<file path="config.mk">
export PLATFORM = sky130hd
export DESIGN_NAME = bin_to_bcd_seq
export DESIGN_NICKNAME = d
export VERILOG_FILES = /design/src/rtl/bin_to_bcd_seq_pkg.sv /design/src/rtl/bin_to_bcd_seq_adj.sv /design/src/rtl/bin_to_bcd_seq.sv
export SDC_FILE = /design/constraint.sdc
export NUM_CORES = 1
export LEC_CHECK = 0
export CAP_MARGIN = 20
export CORE_UTILIZATION = 61
export CTS_CLUSTER_SIZE = 14
export DETAILED_ROUTE_END_ITERATION = 10
export DONT_BUFFER_PORTS = 1
export GPL_TIMING_DRIVEN = 0
export PLACE_DENSITY = 0.77
export SLEW_MARGIN = 5
export SYNTH_ARGS = -nofsm -noshare
export SYNTH_HDL_FRONTEND = slang
export SYNTH_SLANG_ARGS = --single-unit
</file>
<file path="constraint.sdc">
create_clock -name clk -period 1.9 [get_ports clk]
set_input_delay 0.095 -clock clk [delete_from_list [all_inputs] [get_ports clk]]
set_output_delay 0.095 -clock clk [all_outputs]
set_load 0.01 [all_outputs]
</file>
<file path="src/rtl/bin_to_bcd_seq_pkg.sv">
// Shared types and constants for the sequential binary-to-BCD converter.
package bin_to_bcd_seq_pkg;

    typedef enum logic {
        IDLE  = 1'b0,
        SHIFT = 1'b1
    } state_t;

    localparam int         BCD_DIGIT_W = 4;
    localparam int         NUM_DIGITS  = 3;
    localparam int         SCRATCH_W   = BCD_DIGIT_W * NUM_DIGITS;
    localparam logic [3:0] ADD3_THRESH = 4'd5;
    localparam logic [3:0] ADD3_VAL    = 4'd3;

endpackage

</file>
<file path="src/rtl/bin_to_bcd_seq_adj.sv">
// One BCD digit correction step: digits of 5 or more get 3 added before the shift.
module bcd_digit_adj
    import bin_to_bcd_seq_pkg::*;
(
    input  logic [BCD_DIGIT_W-1:0] i_digit,
    output logic [BCD_DIGIT_W-1:0] o_digit
);

    assign o_digit = (i_digit >= ADD3_THRESH) ? i_digit + ADD3_VAL : i_digit;

endmodule

</file>
<file path="src/rtl/bin_to_bcd_seq.sv">
// Double-dabble binary-to-BCD converter, one bit per clock, with registered
// digit outputs that only change on the done edge.
//
// state | meaning
// IDLE  | waiting for start, outputs hold the last result
// SHIFT | one adjust-and-shift per clock, BIN_W clocks total
module bin_to_bcd_seq
    import bin_to_bcd_seq_pkg::*;
#(
    parameter int BIN_W = 8
) (
    input  logic             clk,
    input  logic             rst_n,
    input  logic             start,
    input  logic [BIN_W-1:0] bin_in,
    output logic             busy,
    output logic             done,
    output logic [3:0]       ones,
    output logic [3:0]       tens,
    output logic [3:0]       hunds
);

    localparam int CNT_W = $clog2(BIN_W + 1);

    generate
        if (BIN_W < 4 || BIN_W > 9) begin : g_bad_width
            $error("bin_to_bcd_seq: BIN_W must be in 4..9");
        end
    endgenerate

    state_t               r_state;
    logic [BIN_W-1:0]     r_shift;
    logic [SCRATCH_W-1:0] r_scratch;
    logic [CNT_W-1:0]     r_cnt;
    logic [SCRATCH_W-1:0] w_adj;
    logic [SCRATCH_W-1:0] w_next_scratch;

    for (genvar g = 0; g < NUM_DIGITS; g++) begin : g_adj
        bcd_digit_adj u_adj (
            .i_digit (r_scratch[g*BCD_DIGIT_W +: BCD_DIGIT_W]),
            .o_digit (w_adj[g*BCD_DIGIT_W +: BCD_DIGIT_W])
        );
    end

    assign w_next_scratch = {w_adj[SCRATCH_W-2:0], r_shift[BIN_W-1]};

    always_ff @(posedge clk or negedge rst_n) begin
        if (!rst_n) begin
            r_state   <= IDLE;
            r_shift   <= '0;
            r_scratch <= '0;
            r_cnt     <= '0;
            busy      <= 1'b0;
            done      <= 1'b0;
            ones      <= 4'd0;
            tens      <= 4'd0;
            hunds     <= 4'd0;
        end else begin
            done <= 1'b0;
            case (r_state)
                IDLE: begin
                    if (start) begin
                        r_shift   <= bin_in;
                        r_scratch <= '0;
                        r_cnt     <= CNT_W'(BIN_W);
                        busy      <= 1'b1;
                        r_state   <= SHIFT;
                    end
                end
                SHIFT: begin
                    r_scratch <= w_next_scratch;
                    r_shift   <= r_shift << 1;
                    r_cnt     <= r_cnt - CNT_W'(1);
                    // Final bit: publish the post-shift digits on this same edge.
                    if (r_cnt == CNT_W'(1)) begin
                        ones    <= w_next_scratch[3:0];
                        tens    <= w_next_scratch[7:4];
                        hunds   <= w_next_scratch[11:8];
                        done    <= 1'b1;
                        busy    <= 1'b0;
                        r_state <= IDLE;
                    end
                end
                default: r_state <= IDLE;
            endcase
        end
    end

endmodule

</file>
==> metrics.md <==
| Metric | Value |
|---|---|
| Status | `finished clean` |
| H-tree levels | `2` |
| Synthesized area | `between 1500 and 2000 µm²` |
| Post-synth top flop | `dfrtp_1` |
| Max Root-Sink Buffers | `2` |
| HPWL Detailed | `between 2 and 2.5 mm` |
| Max Cap Viol | `0` |
| Syn Inst Count | `181` |
| Vias | `roughly 1400` |
| Yosys top cell area share | `0.5387` |
| Critical path fanouts, max | `3` |
| Crit path kind | `flop to flop` |
| Clock sink count | `39` |
| Die Height | `between 50 and 60 µm` |
| ANT cells | `0` |
| Synthesized area per cell | `10.01 µm²` |
| Leakage | `around 0.91 nW` |
| Worst clock skew | `between 0.01 and 0.015 ns` |
| Top-count cell post-synth | `dfrtp_1` |
| First-pass GRT wire length | `between 6 and 7 mm` |
| Sequential fraction of the synthesis area | `0.5387` |
| Post-route ant nets | `0` |
| Post-synth EDFFs | `0` |
| Pwr dens | `approximately 1600 nW/µm²` |
| Largest net degree at the start of global routing | `40` |
| Detailed Route Iter0 Violations | `42` |
| Io pins | `25` |
| WP data arrival | `between 1.5 and 2 ns` |
| Final Hold Slack | `between 0.15 and 0.2 ns` |
| Critical-path top delay cell | `dfrtp_1` |
| CTS Buf Count | `5` |
| Most instantiated cells after synthesis | `39 x dfrtp_1, 34 x nand2_1, 12 x o22ai_1` |
| Hold buffer count at CTS | `10` |
| Placed cells | `~210` |
| GPL Wtd Cong | `0.7975` |
| Wire per inst | `~15 µm` |
| WP data required | `about 2.2 ns` |
| Via density | `about 5.9` |
| Hold WC Path Type | `input pin to asynchronous set/reset pin` |
| Worst path cell trace | `inv_1, ha_1, nand2b_1, a21oi_1, mux2_2, o22ai_1` |
| Number of port buffers | `0` |
| Final instance area | `2017 µm²` |
| Crit path time final | `about 1.7 ns` |
| 1st-pass router iterations | `4` |
| Area leader, netlist | `dfrtp_1` |
| Final Setup Violations | `0` |
| Fin. Hold Viols | `0` |
| Initial antenna violation count | `0` |
| Async SR Flop Fraction | `1.000` |
| Critical Path Source Type | `flop` |
| CP max stage delay | `around 0.42 ns` |
| Starting Density | `0.6514` |
| Rows | `19` |
| Total grt overflow | `0` |
| Placed inst area | `~1900 µm²` |
| Post-route insts no fill | `between 200 and 250` |
| Ranking of synthesized cells by area | `dfrtp_1 54%, nand2_1 7.0%, ha_1 5.5%` |
| Total Routing Usage GR | `0.2502` |
| DRC Markers | `0` |
| Syn-to-layout area delta | `11.33%` |
| Die Wd | `roughly 57 µm` |
| DRT Wirelength | `~3.5 mm` |
| Relative slew margins | `0.6615` |
| Synth unique cells | `26` |
| Share of post-route cells with drive strength above 1 | `0.08586` |
| TritonCTS clock tree | `built` |
| Clk_lat worst skew | `0.35 ns` |
| Synth Net Count | `200` |
| Worst slew pin tran | `0.5078 ns` |
| Vias in the first global route | `~1400` |
| Crit. End Element | `flop` |
| CORE AREA | `2781 µm²` |
| Reg clk slew, reported paths | `roughly 0.12 ns` |
| Synth Register Bits | `39` |
| TNS Setup | `0 ns` |
| Post-cts sizing count | `0` |
| Clock root cell | `clkbuf_4` |
| Yosys warnings | `0` |
| Max frequency | `around 600 MHz` |
| Final #Nets | `between 200 and 250` |
| Post-CTS Setup Inserts | `0` |
| Peak supply drop | `1.145 mV` |
| Final Max Slew Viols | `0` |
| Period utilisation layout | `0.8894` |
| Die area | `~3200 µm²` |
| RSZ-0062 raised after global routing | `false` |
## state kept, by name (all words and copies together), names as in the netlist
name       cells
ones           4
r_shift        8
r_cnt          4
done           1
busy           1
tens           4
r_scratch     12
r_state        1
hunds          4
## cells in the final DEF (no fill, tap or decap), drive strengths merged, types with 3 or more instances in the layout
master / n
nand2: 34
dlygate4sd3: 9
nor3b: 5
a21oi: 10
clkbuf: 11
ha: 8
o21ai: 20
nand2b: 3
nor2: 4
o22ai: 12
xnor2: 5
dfrtp: 39
buf: 6
mux2i: 8
inv: 11
## per-layer routing
layer,vias to the layer above,GRT usage,wire length (µm)
met2,27,0.4403,1795
met1,672,0.2972,1550
met5,-,0,0
met3,8,0.04839,103
li1,654,-,-
met4,0,0.1045,70
## worst paths after layout
path	from	end	slack, ns	cells after the start
setup / recovery	r_scratch[0]$_DFFE_PN0P_	r_scratch[2]$_DFFE_PN0P_	0.21	6
hold / removal	rst_n	ones[0]$_DFFE_PN0P_	0.19	2
setup reg to reg	r_scratch[0]$_DFFE_PN0P_	r_scratch[2]$_DFFE_PN0P_	0.21	6
hold reg to reg	r_shift[5]$_DFFE_PN0P_	r_shift[6]$_DFFE_PN0P_	0.50	2
max in group asynchronous	rst_n	done$_DFF_PN0_	1.52	2
min in group clk	start	r_shift[5]$_DFFE_PN0P_	0.32	3
## critical path: cells and delay by family (launching register included)
kind	cells	cell delay, ns
and+or+nand+nor	1	0.08
buffers and inverters	1	0.14
AOI/OAI and AO/OA	2	0.39
muxes	1	0.38
DFF	1	0.42
adders and majority gates	1	0.21
## power by group
group | internal [W] | switching, W
clock | 0.000171 | 0.000264
combinational | 0.000590 | 0.000769
sequential | 0.00119 | 0.000335
## final cells by class
type	instances	area, µm²
buffer	10	48.80
clock buffer	6	51.30
clock inverter	1	5.005
fill	205	764.5
inverter	11	41.29
multi-input combinational	121	745.7
sequential	39	975.9
tap	31	38.79
timing repair buffer	10	110.1
## cells by family after synthesis
kind of cell	after synthesis	synth area share
adders and majority gates	8	0.05525
muxes	10	0.05663
xor gates and xnor gates	5	0.02417
AOI/OAI and AO/OA	45	0.1423
DFF	39	0.5387
buffers and inverters	21	0.04972
and+or+nand+nor	53	0.1333
## stage by stage
stage                     utilization  total power [W]  worst slack [ns]
final                          0.7251         0.003317            0.2101
after global routing           0.7251         0.003588           0.08161
after CTS                      0.7251         0.003327            0.2151
after detailed placement       0.6653         0.002856            0.2315
after global placement         0.6653         0.002742            0.2412
after floorplan                     -         0.002523            0.3689
No activity file was read; power rests on OpenSTA's default activity.
